$ cat config.mk
export PLATFORM = sky130hd
export DESIGN_NAME = rect_blitter
export DESIGN_NICKNAME = d
export VERILOG_FILES = /design/src/rtl/rect_blitter.sv
export SDC_FILE = /design/constraint.sdc
export NUM_CORES = 1
export LEC_CHECK = 0
export BUFFER_PORTS_ARGS = -buffer_cell sky130_fd_sc_hd__buf_4
export CAP_MARGIN = 30
export CORE_ASPECT_RATIO = 0.6
export CORE_MARGIN = 2
export CORE_UTILIZATION = 64
export DETAILED_ROUTE_END_ITERATION = 6
export HOLD_SLACK_MARGIN = 0.03
export PLACE_DENSITY = 0.89
export SLEW_MARGIN = 20
export SYNTH_ARGS = -nofsm -noshare
export SYNTH_HDL_FRONTEND = slang
export SYNTH_SLANG_ARGS = --single-unit
$ cat constraint.sdc
create_clock -name clk -period 6 [get_ports clk]
set_input_delay 1.5 -clock clk [delete_from_list [all_inputs] [get_ports clk]]
set_output_delay 1.5 -clock clk [all_outputs]
set_load 0.03 [all_outputs]
$ cat src/rtl/rect_blitter.sv
`default_nettype none
// =============================================================================
// rect_blitter : clipped rectangle-fill engine, one framebuffer write per clock
// Optional pixel counter: BLIT_PIXCOUNT_EN | Rev 1.0
// =============================================================================
module rect_blitter #(
  parameter int H_RES  = 320,
  parameter int V_RES  = 240,
  parameter int ADDR_W = 20
) (
  input  logic              clk,
  input  logic              rst,
  input  logic              cmd_valid,
  output logic              cmd_ready,
  input  logic [8:0]        cmd_x,
  input  logic [7:0]        cmd_y,
  input  logic [8:0]        cmd_w,
  input  logic [7:0]        cmd_h,
  input  logic [7:0]        cmd_color,
  input  logic              cmd_last,
  output logic              wr_en,
  output logic [ADDR_W-1:0] address,
  output logic [7:0]        dataIn,
  output logic              swap_req,
  input  logic              swap_ack,
  output logic              busy,
  output logic [ADDR_W-1:0] pix_count
);

  typedef enum logic [1:0] {
    S_IDLE = 2'd0,
    S_DRAW = 2'd1,
    S_SWAP = 2'd2
  } state_t;

  localparam logic [9:0]        c_h_res   = 10'(H_RES);
  localparam logic [8:0]        c_v_res   = 9'(V_RES);
  localparam logic [ADDR_W-1:0] c_row_inc = ADDR_W'(H_RES);

  state_t            r_state, w_next_state;
  logic [8:0]        r_x0, r_x_end, r_col;
  logic [7:0]        r_y_end, r_row;
  logic [ADDR_W-1:0] r_row_base;
  logic              r_last;

  logic [9:0]        w_x_sum;
  logic [8:0]        w_y_sum;
  logic [8:0]        w_x_end;
  logic [7:0]        w_y_end;
  logic              w_empty, w_accept, w_col_last, w_row_last;
  logic [ADDR_W-1:0] w_cmd_base;

  // One extra bit on the sums so far-edge clipping never wraps
  assign w_x_sum    = {1'b0, cmd_x} + {1'b0, cmd_w};
  assign w_y_sum    = {1'b0, cmd_y} + {1'b0, cmd_h};
  assign w_x_end    = (w_x_sum > c_h_res) ? c_h_res[8:0] : w_x_sum[8:0];
  assign w_y_end    = (w_y_sum > c_v_res) ? c_v_res[7:0] : w_y_sum[7:0];
  assign w_empty    = (cmd_w == 9'd0) || (cmd_h == 8'd0) ||
                      ({1'b0, cmd_x} >= c_h_res) || ({1'b0, cmd_y} >= c_v_res);
  assign w_accept   = cmd_valid && (r_state == S_IDLE);
  assign w_col_last = (r_col + 9'd1) == r_x_end;
  assign w_row_last = (r_row + 8'd1) == r_y_end;
  // y*320 as y*256 + y*64, no multiplier
  assign w_cmd_base = (ADDR_W'(cmd_y) << 8) + (ADDR_W'(cmd_y) << 6);

  always_ff @(posedge clk or posedge rst) begin
    if (rst) r_state <= S_IDLE;
    else     r_state <= w_next_state;
  end

  always_comb begin
    w_next_state = r_state;
    cmd_ready    = 1'b0;
    swap_req     = 1'b0;
    busy         = 1'b0;
    case (r_state)
      S_IDLE: begin
        cmd_ready = 1'b1;
        if (w_accept) begin
          if (w_empty) w_next_state = cmd_last ? S_SWAP : S_IDLE;
          else         w_next_state = S_DRAW;
        end
      end
      S_DRAW: begin
        busy = 1'b1;
        if (w_col_last && w_row_last) w_next_state = r_last ? S_SWAP : S_IDLE;
      end
      S_SWAP: begin
        busy     = 1'b1;
        swap_req = 1'b1;
        if (swap_ack) w_next_state = S_IDLE;
      end
      default: w_next_state = S_IDLE;
    endcase
  end

  always_ff @(posedge clk or posedge rst) begin
    if (rst) begin
      wr_en      <= 1'b0;
      address    <= '0;
      dataIn     <= 8'd0;
      r_x0       <= 9'd0;
      r_x_end    <= 9'd0;
      r_col      <= 9'd0;
      r_y_end    <= 8'd0;
      r_row      <= 8'd0;
      r_row_base <= '0;
      r_last     <= 1'b0;
    end else begin
      case (r_state)
        S_IDLE: begin
          if (w_accept && !w_empty) begin
            r_x0       <= cmd_x;
            r_x_end    <= w_x_end;
            r_y_end    <= w_y_end;
            r_col      <= cmd_x;
            r_row      <= cmd_y;
            r_row_base <= w_cmd_base;
            r_last     <= cmd_last;
            address    <= w_cmd_base + ADDR_W'(cmd_x);
            dataIn     <= cmd_color;
            wr_en      <= 1'b1;
          end
        end
        S_DRAW: begin
          if (w_col_last) begin
            if (w_row_last) begin
              wr_en <= 1'b0;
            end else begin
              r_col      <= r_x0;
              r_row      <= r_row + 8'd1;
              r_row_base <= r_row_base + c_row_inc;
              address    <= r_row_base + c_row_inc + ADDR_W'(r_x0);
            end
          end else begin
            r_col   <= r_col + 9'd1;
            address <= r_row_base + ADDR_W'(r_col + 9'd1);
          end
        end
        default: wr_en <= 1'b0;
      endcase
    end
  end

`ifdef BLIT_PIXCOUNT_EN
  logic [ADDR_W-1:0] r_pix_count;

  always_ff @(posedge clk or posedge rst) begin
    if (rst)                                 r_pix_count <= '0;
    else if (r_state == S_SWAP && swap_ack)  r_pix_count <= '0;
    else if (wr_en && (r_pix_count != '1))   r_pix_count <= r_pix_count + 1'b1;
  end

  assign pix_count = r_pix_count;
`else
  assign pix_count = '0;
`endif

endmodule
`default_nettype wire

== Word level (Yosys, flattened, before mapping) ==
Cells that the tools add are included.

* Memories: 0
* Latch bits: 0
* RAM bits: 0
* Output and inout bits: 52
* Register bits after elaboration: 95
* ROM bits: 0

* Bitwise logic cells: 0
* Multiplexer cells: 32
* Multipliers: 0
* Shift-type cells: 0
* Equal/unequal tests: 12
* Div/mod/pow operators: 0
* $lt $le $gt $ge: 4
* Reductions and logical operators: 17
* Add/subtract/negate cells: 10

{| class="wikitable"
|+ Operators with widths
! cell !! count
|-
| $mux W20 || 6
|-
| $pmux W20 S2 || 2
|-
| $mux W9 || 4
|-
| $mux W8 || 4
|-
| $add A20 B10 Y20 || 1
|-
| $add A20 B9 Y20 || 1
|-
| $add A20 B9 Y20 const B || 1
|-
| $add A17 B9 Y18 || 1
|-
| $pmux W9 S2 || 1
|-
| $add A16 B14 Y17 || 1
|-
| $pmux W8 S2 || 1
|-
| $mux W2 || 6
|-
| $ne A2 B2 Y1 const B || 6
|-
| $add A9 B1 Y10 const B || 1
|-
| $add A9 B9 Y10 || 1
|-
| $gt A10 B9 Y1 const B || 1
|-
| $add A8 B8 Y9 || 1
|-
| $add A9 B1 Y9 const B || 1
|-
| $eq A9 B9 Y1 || 1
|-
| $ge A9 B9 Y1 const B || 1
|-
| $gt A9 B8 Y1 const B || 1
|-
| $logic_not A9 Y1 || 1
|-
| $reduce_and A3 Y1 || 3
|-
| $add A8 B1 Y8 const B || 1
|-
| 18 further kinds || 27
|}

== Longest topological paths before layout ==
Gate-level depths: netlist of the first run.

* Depth after elaboration: 8
* Gate-level depth with buffers: 12
* Mapped depth without buffers: 11

== Worst setup path after synthesis of the first run ==
OpenSTA, ideal clock, no wires.

* Kind: input to register
* From: input port cmd_y[0]
* To: register r_y_end[0]
* Data arrival time: 3.570 ns
* Setup slack: 2.363 ns
* Required time: 5.932 ns
* Library setup time: 0.068 ns
* Cell stages on the path: 10
* Path through: ha_1 -> fa_1 -> a21o_1 -> a21oi_1 -> nor2b_1 -> o21a_1 -> o21a_1 -> o21ai_0 -> nor3b_1 -> a32o_1

* Word-level cells in the longest chain between the ends: 5

{| class="wikitable"
|+ RTL lines
! element !! RTL line !! text
|-
| start, declared || 16 || <nowiki>input logic [7:0] cmd_y,</nowiki>
|-
| branches (longest 5 deep; another with $add A8 B8 Y9) || -- ||
|-
| end signal, assigned || 115 || <nowiki>r_y_end <= w_y_end;</nowiki>
|-
| end, declared || 42 || <nowiki>logic [7:0] r_y_end, r_row;</nowiki>
|}

Parallel ways; which one is timed is not known.
A chain may end at the register's enable or synchronous reset.

== Worst setup path in the final report of the first run ==
* From: input port cmd_x[6]
* To: register r_row_base[15]

* Word-level cells in the longest chain between the ends: 7

{| class="wikitable"
|+ RTL lines
! element !! RTL line !! text
|-
| start, declared || 15 || <nowiki>input logic [8:0] cmd_x,</nowiki>
|-
| $ge A9 B9 Y1 || 59 || <nowiki>({1'b0, cmd_x} >= c_h_res) || ({1'b0, cmd_y} >= c_v_res);</nowiki>
|-
| $logic_or A1 B1 Y1 || 58 || <nowiki>assign w_empty = (cmd_w == 9'd0) || (cmd_h == 8'd0) ||</nowiki>
|-
| $logic_or A1 B1 Y1 || 59 ||
|-
| $logic_not A1 Y1 || 112 || <nowiki>if (w_accept && !w_empty) begin</nowiki>
|-
| $logic_and A1 B1 Y1 || 112 ||
|-
| $ne A2 B1 Y1 (no source line) || -- ||
|-
| $reduce_and A4 Y1 (no source line) || -- ||
|-
| end signal, assigned || 118 || <nowiki>r_row_base <= w_cmd_base;</nowiki>
|-
| end signal, assigned || 132 || <nowiki>r_row_base <= r_row_base + c_row_inc;</nowiki>
|-
| end, declared || 43 || <nowiki>logic [ADDR_W-1:0] r_row_base;</nowiki>
|}

Every way passes these cells.

==> results of run 1 <==
## metal layers
layer	up-vias	part of all wire, %	track usage (%)
met4	0	1.1	6.545
li1	3155	-	-
met3	28	13	11.10
met5	-	0	0
met1	3070	47	50.23
met2	388	40	45.72
## power by group
| group | switching, mW | internal (mW) | total (mW) |
|---|---|---|---|
| clock | 0.259 | 0.328 | 0.587 |
| combinational | 1.47 | 0.999 | 2.46 |
| sequential | 0.397 | 0.857 | 1.25 |
## path summary, 6_finish.rpt
check / startpoint / end / cells after the start
min in group asynchronous: rst / address[10]$_DFFE_PP0P_ / 2
setup / recovery: cmd_x[6] / r_row_base[15]$_DFFE_PP0P_ / 8
max in group asynchronous: rst / r_x_end[6]$_DFFE_PP0P_ / 4
hold / removal: r_last$_DFFE_PP0P_ / r_last$_DFFE_PP0P_ / 2
hold reg to reg: r_last$_DFFE_PP0P_ / r_last$_DFFE_PP0P_ / 2
setup reg to reg: address[0]$_DFFE_PP0P_ / address[1]$_DFFE_PP0P_ / 9
## sequential cells by signal, summed over array words and instances (netlist names)
name	cells
address	20
dataIn	8
r_col	8
r_last	1
r_row	8
r_row_base	14
r_state	2
r_x0	9
r_x_end	9
r_y_end	8
wr_en	1
## logic make-up (layout without fill, tap and decap cells)
kind of cell,after synthesis,after routing,share of synthesized area [%]
simple gates,298,298,19.77
buf+inv,102,134,7.134
fa+ha+maj,45,45,8.168
compound gates,234,234,22.27
other cells,1,21,0.05165
mux,17,17,2.412
flops,88,88,30.33
xor+xnor,81,81,9.874
## worst reg2reg max path, stage by stage, from the launching register on
cell and delay (ns):
dfrtp_1 0.67, ha_1 0.40, nand3_2 0.13, xnor2_2 0.23, xnor2_1 0.13, a2111oi_4 0.44, and3_1 0.60, a21o_2 0.63
a21oi_1 0.14, a22o_1 0.23
## area by class of cell
class                           instances  area (um2)  share of cell area, %
Multi-Input combinational cell        696        4618                  57.04
Sequential cell                        88        2202                  27.20
Timing Repair Buffer                   86       669.4                  8.268
Clock buffer                            9       225.2                  2.782
Tap cell                              144       180.2                  2.225
Inverter                               32       121.4                  1.499
Clock inverter                          7       80.08                 0.9890
## Yosys cell counts (4+ instances only)
| cell type | n | area share (%) |
|---|---|---|
| inv_1 | 30 | 1.6 |
| nor3_1 | 20 | 1.4 |
| a32o_1 | 5 | 0.69 |
| nand2_1 | 121 | 6.3 |
| o22a_1 | 4 | 0.48 |
| buf_4 | 26 | 2.7 |
| dfrtp_1 | 88 | 30 |
| clkbuf_1 | 27 | 1.4 |
| xnor2_1 | 50 | 6.0 |
| nor4_1 | 4 | 0.34 |
| o22ai_1 | 16 | 1.4 |
| nand3_1 | 23 | 1.6 |
| o21bai_1 | 4 | 0.41 |
| nor2b_1 | 12 | 1.0 |
| a21oi_1 | 69 | 4.8 |
| nand4_1 | 7 | 0.60 |
| mux2i_1 | 13 | 1.8 |
| and4_1 | 7 | 0.84 |
| a211oi_1 | 4 | 0.41 |
| mux2_2 | 4 | 0.62 |
| a21boi_0 | 4 | 0.41 |
| and3_1 | 15 | 1.3 |
| nor2_1 | 56 | 2.9 |
| a21o_1 | 8 | 0.83 |
| buf_2 | 12 | 0.83 |
| a22o_1 | 9 | 1.1 |
| a31oi_1 | 5 | 0.43 |
| fa_1 | 4 | 1.1 |
| nor3b_1 | 4 | 0.41 |
| xor2_1 | 30 | 3.6 |
| o31ai_1 | 5 | 0.52 |
| o211ai_1 | 12 | 1.2 |
| o21ai_0 | 32 | 2.2 |
| ha_1 | 41 | 7.1 |
| o21a_1 | 8 | 0.83 |
| a31o_1 | 9 | 1.1 |
| o21ai_1 | 5 | 0.34 |
==> flow_metrics.tcl, run 1 <==
set metrics [dict create \
    endpoint_kind "flip-flop" \
    p_total_mw 4.306 \
    wire_per_inst_um 18.65 \
    viasPerCell 6.253 \
    avgSynthCellArea_um2 8.384 \
    p_leak_nw 3.602 \
    synth_area_um2 7261 \
    critPathSlowestCell "o21ai_1" \
    io_buffers 78 \
    fp.dieArea_um2 12240 \
    max_stage_delay_ns 0.70 \
    slew-limit-headroom_pct 49.86 \
    synth.distinct_cells 84 \
    final_cell_mix "121 x nand2_1, 88 x dfrtp_1, 84 x buf_4, 69 x a21oi_1, 56 x nor2_1" \
    status "finished, final reports clean" \
    synth_seq_cells 88 \
    fin_area_um2 8097 \
    drive_gt1_share_pct 14.05 \
    fin_cells 1062 \
    clockBufferDepth 2 \
    syn_inst 866 \
    r2r_setup_slack_ns 2.29 \
    post_cts_resized 0 \
    ys_seq_area_share_pct 30.33 \
    drt-initial-drc-count 773 \
    crit_arrival_ns 4.50 \
    cts_buffers 9 \
    layout_min_cycle_time_ns 4.263 \
    startpoint_type "input pin" \
    rsz0062_at_grt "no" \
    worstPathMaxFanout 37 \
    fill_cells 850 \
    hold_buffers 0 \
    overflow 0 \
    grt_use_total_pct 33.08 \
    placed_cells 1044 \
    cts_tree "yes" \
    grt_pass1_vias 5972 \
    maxCapViolCount 0 \
    synth_edf_count 0 \
    critical_path.cell_chain "buf_4, o21ai_0, o211ai_1, a31oi_1, nand3_2, o21ai_1, o21a_2, mux2_2" \
    grt_pass1_wl_um 31790 \
    worst_ep_required_time_ns 6.24 \
    fin_util_pct 72.38 \
    tightest_slew_ns 0.7513 \
    grt_antenna_before_repair 0 \
    dp_slack_ns 1.501 \
    final_antenna_net_count 0 \
    dieHeight_um 86.51 \
    max_freq_ghz 0.2346 \
    n_antenna_cell 0 \
    die_w_um 141.5 \
    postPlaceCellArea_um2 7752 \
    skew_ns 0.005517 \
    htree_num_levels 3 \
    mostFrequentLayoutCell "nand2_1" \
    clkTransAtPathRegs_ns 0.07 \
    core_um2 11190 \
    dp.final_hpwl_um 14690 \
    start_util_pct 64.91 \
    place_congestion 0.9497 \
    hold_viol 0 \
    postCtsSetupRepairBufs 0 \
    grt_max_degree 70 \
    synthArstFlopShare_pct 100.0 \
    hp-class "flip-flop to flip-flop" \
    slew_viol_final 0 \
    setup_ws_ns 1.737 \
    path_buf_inv 1 \
    nets 1005 \
    synthFlopType "dfrtp_1" \
    crit_family "compound AO/OA/AOI/OAI gates" \
    ios 99 \
    syn_to_final_growth_pct 11.51 \
    row_count 30 \
    drt_wl_total_um 19810 \
    cts.sinks 88 \
    setup_violations 0 \
    p_per_area_nw_per_um2 531.8 \
    ys_warn_count 0 \
    cts_root_buf "clkbuf_16" \
    min_period_over_period_pct 71.05 \
    vias 6641 \
    worst_hold_slack_ns 0.4823 \
    vdd_drop_max_uv 379.9 \
    clk_latency_ns 0.35 \
    drc_errors 0 \
    crit_type "input pin to flip-flop" \
    dr.pass1.iters 6 \
    tns_ns 0 \
]
(Power assumes the default switching activity.)
==> inputs of run 2 (changes only) <==
--- a/config.mk
+++ b/config.mk
@@ -5,14 +5,15 @@
 export SDC_FILE = /design/constraint.sdc
 export NUM_CORES = 1
 export LEC_CHECK = 0
+export ABC_AREA = 1
 export BUFFER_PORTS_ARGS = -buffer_cell sky130_fd_sc_hd__buf_4
 export CAP_MARGIN = 30
 export CORE_ASPECT_RATIO = 0.6
 export CORE_MARGIN = 2
-export CORE_UTILIZATION = 64
+export CORE_UTILIZATION = 60
 export DETAILED_ROUTE_END_ITERATION = 6
 export HOLD_SLACK_MARGIN = 0.03
-export PLACE_DENSITY = 0.89
+export PLACE_DENSITY = 0.84
 export SLEW_MARGIN = 20
 export SYNTH_ARGS = -nofsm -noshare
 export SYNTH_HDL_FRONTEND = slang
==> constraint.sdc (replaced) <==
create_clock -name clk -period 4 [get_ports clk]
set_input_delay 1 -clock clk [delete_from_list [all_inputs] [get_ports clk]]
set_output_delay 1 -clock clk [all_outputs]
set_load 0.03 [all_outputs]
==> run 2 against run 1 <==
Against the previous run: cell count rose by 34%; worst setup slack got worse by 0.78 ns; flip-flop and latch count is the same; sequential share of layout area down 1.6 points; final area rose by 6.1%; largest cell class unchanged; via count up 16%; clock skew grew 0.0015 ns.
==> flow_metrics.tcl, run 2 <==
set metrics [dict create \
    status "finished, final reports clean" \
    place_congestion 0.9603 \
    r2r.worst_path.cells 17 \
    min_period_over_period_pct 75.97 \
    vias 7729 \
    yosysMostFrequentCell "nand2_1" \
    grt_use_total_pct 31.62 \
    fp.dieArea_um2 13660 \
    setup_ws_ns 0.9611 \
    grt_max_degree 78 \
    hold_buffers 0 \
    worst_ep_required_time_ns 4.24 \
    ys_warn_count 0 \
    mostFrequentLayoutCell "nand2_1" \
    grt_pass1_wl_um 34430 \
    syn_to_final_growth_pct 12.67 \
    synth_seq_cells 88 \
    vdd_drop_max_uv 648.5 \
    synth_top_cell_by_area "dfrtp_1" \
    top_regs "address (20), r_row_base (14)" \
    synth_edf_count 0 \
    viasPerCell 5.443 \
    final_cell_mix "478 x nand2_1, 119 x inv_1, 104 x nand3_1, 88 x dfrtp_1, 85 x buf_4" \
    drc_errors 0 \
    layout_min_cycle_time_ns 3.039 \
    htree_num_levels 3 \
    gr-max-usage-layer "met2" \
    crit_arrival_ns 3.28 \
    cts_buffers 9 \
    ios 99 \
    final_antenna_net_count 0 \
    syn_inst 1189 \
    dr.pass1.iters 5 \
    startpoint_type "flip-flop" \
    post_cts_resized 0 \
    synthFlopType "dfrtp_1" \
    endpoint_kind "flip-flop" \
    crit_type "flip-flop to flip-flop" \
    io_buffers 78 \
    synth_area_um2 7625 \
    met1_usage_pct 45.18 \
    endpoint "r_col[5]$_DFFE_PP0P_" \
    avgSynthCellArea_um2 6.413 \
    drt-initial-drc-count 700 \
    use_met3_pct 7.387 \
    tightest_slew_ns 0.7193 \
    drive_gt1_share_pct 10.84 \
    tns_ns 0 \
    timing.rr.start "address[0]$_DFFE_PP0P_" \
    n_antenna_cell 0 \
    r2r_setup_slack_ns 0.96 \
    synth.distinct_cells 43 \
    fill_cells 1037 \
    reg2reg_to "r_col[5]$_DFFE_PP0P_" \
    p_per_area_nw_per_um2 743.3 \
    clk_latency_ns 0.35 \
    start_util_pct 62.41 \
    grt_util_met2_pct 48.89 \
    drt_wl_total_um 20740 \
    core_um2 12220 \
    cts_tree "yes" \
    clkTransAtPathRegs_ns 0.07 \
    p_leak_nw 4.610 \
    cts.sinks 88 \
    synth_top_area_share_pct 28.88 \
    slew-limit-headroom_pct 51.93 \
    dp_slack_ns 0.7801 \
    hold_viol 0 \
    nets 1342 \
    die_w_um 149.5 \
    max_freq_ghz 0.3291 \
    cts_root_buf "clkbuf_16" \
    row_count 31 \
    regMostFlops "address" \
    dp.final_hpwl_um 15390 \
    slew_viol_final 0 \
    dieHeight_um 91.32 \
    clockBufferDepth 2 \
    ys_seq_area_share_pct 28.88 \
    startpoint "address[0]$_DFFE_PP0P_" \
    wire_per_inst_um 14.60 \
    largest_reg_flops 20 \
    synth_area_leaders "dfrtp_1 29%, nand2_1 24%, nand3_1 6.8%, ha_1 6.7%, inv_1 5.9%" \
    grt_antenna_before_repair 0 \
    rsz0062_at_grt "no" \
    grt_pass1_vias 7021 \
    synth_common_cells "478 x nand2_1, 120 x inv_1, 104 x nand3_1" \
    hp-class "flip-flop to flip-flop" \
    synthArstFlopShare_pct 100.0 \
    postCtsSetupRepairBufs 0 \
    maxCapViolCount 0 \
    setup_violations 0 \
    p_total_mw 6.385 \
    overflow 0 \
    worstPathMaxFanout 13 \
    skew_ns 0.007000 \
]
run 2: changes by cell type after synthesis, moves of 11 or more:
| cell | change |
|---|---|
| nand2_1 | +357 |
| inv_1 | +90 |
| nand3_1 | +81 |
| a21oi_1 | -44 |
| o21ai_0 | +44 |
| xnor2_1 | -35 |
| and3_1 | -15 |
| o22ai_1 | -14 |
| clkbuf_1 | -12 |
| mux2i_1 | -12 |
| nor2b_1 | -12 |
| o211ai_1 | -11 |
run 2: worst min path at each step:
| stage | slack, ns | cells after the start | endpoint | from |
|---|---|---|---|---|
| floorplan | 0.45 | 2 | r_last$_DFFE_PP0P_ | r_last$_DFFE_PP0P_ |
| global placement | 0.47 | 2 | r_last$_DFFE_PP0P_ | r_last$_DFFE_PP0P_ |
| detailed placement | 0.47 | 2 | address[8]$_DFFE_PP0P_ | address[8]$_DFFE_PP0P_ |
| CTS | 0.48 | 2 | address[8]$_DFFE_PP0P_ | address[8]$_DFFE_PP0P_ |
| global route | 0.50 | 2 | address[17]$_DFFE_PP0P_ | address[17]$_DFFE_PP0P_ |
| finish | 0.48 | 2 | address[17]$_DFFE_PP0P_ | address[17]$_DFFE_PP0P_ |
run 2: logic make-up after synthesis:
logic type      synth area share [%]
xor+xnor                       4.939
flops                          28.88
buf+inv                        10.60
other cells                  0.04918
mux                           0.1313
simple gates                   38.81
fa+ha+maj                      7.778
compound gates                 8.812
run 2: metal layers:
layer / part of all wire, % / up-vias
li1: - / 3861
met1: 45 / 3508
met2: 44 / 334
met3: 9.8 / 26
met4: 1.2 / 0
met5: 0 / -
run 2: where the power goes:
group          internal, mW  switching [mW]
logic                  1.22            2.42
clock network         0.619           0.388
registers              1.29           0.445
total                  3.13            3.25
run 2: through the flow:
stage | std cells | area, um2 | util [%] | hold slack, ns
finish | 1420 | 8591 | 70.31 | 0.4800
floorplan | 1209 | 7700 | - | 0.4487
detailed placement | 1404 | 8240 | 67.45 | 0.4662
global placement | 1404 | 8240 | 67.45 | 0.4664
global route | 1420 | 8591 | 70.31 | 0.4984
CTS | 1420 | 8591 | 70.31 | 0.4833
run 2: worst max-delay path, stage by stage (launching register included):
cell,delay (ns)
dfrtp_1,0.56
ha_1,0.29
nand2_2,0.12
nor2_4,0.14
nand2_1,0.08
nand3_1,0.10
nand2_1,0.06
clkinv_1,0.05
nand2_1,0.08
nor2_4,0.12
nand3_1,0.08
nor2_1,0.52
buf_4,0.35
nand2_1,0.08
nand3_1,0.07
nand2_1,0.08
nand2_1,0.10
nand2_1,0.05
run 2: area by class of cell:
class                      instances  area, um2  area share [%]
clock buffer                       9      225.2           2.622
inverter                         128      481.7           5.607
tap                              165      206.4           2.403
clock inverter                     7      125.1           1.456
sequential                        88       2202           25.63
multi-input combinational        937       4692           54.62
timing repair buffer              86      658.1           7.661
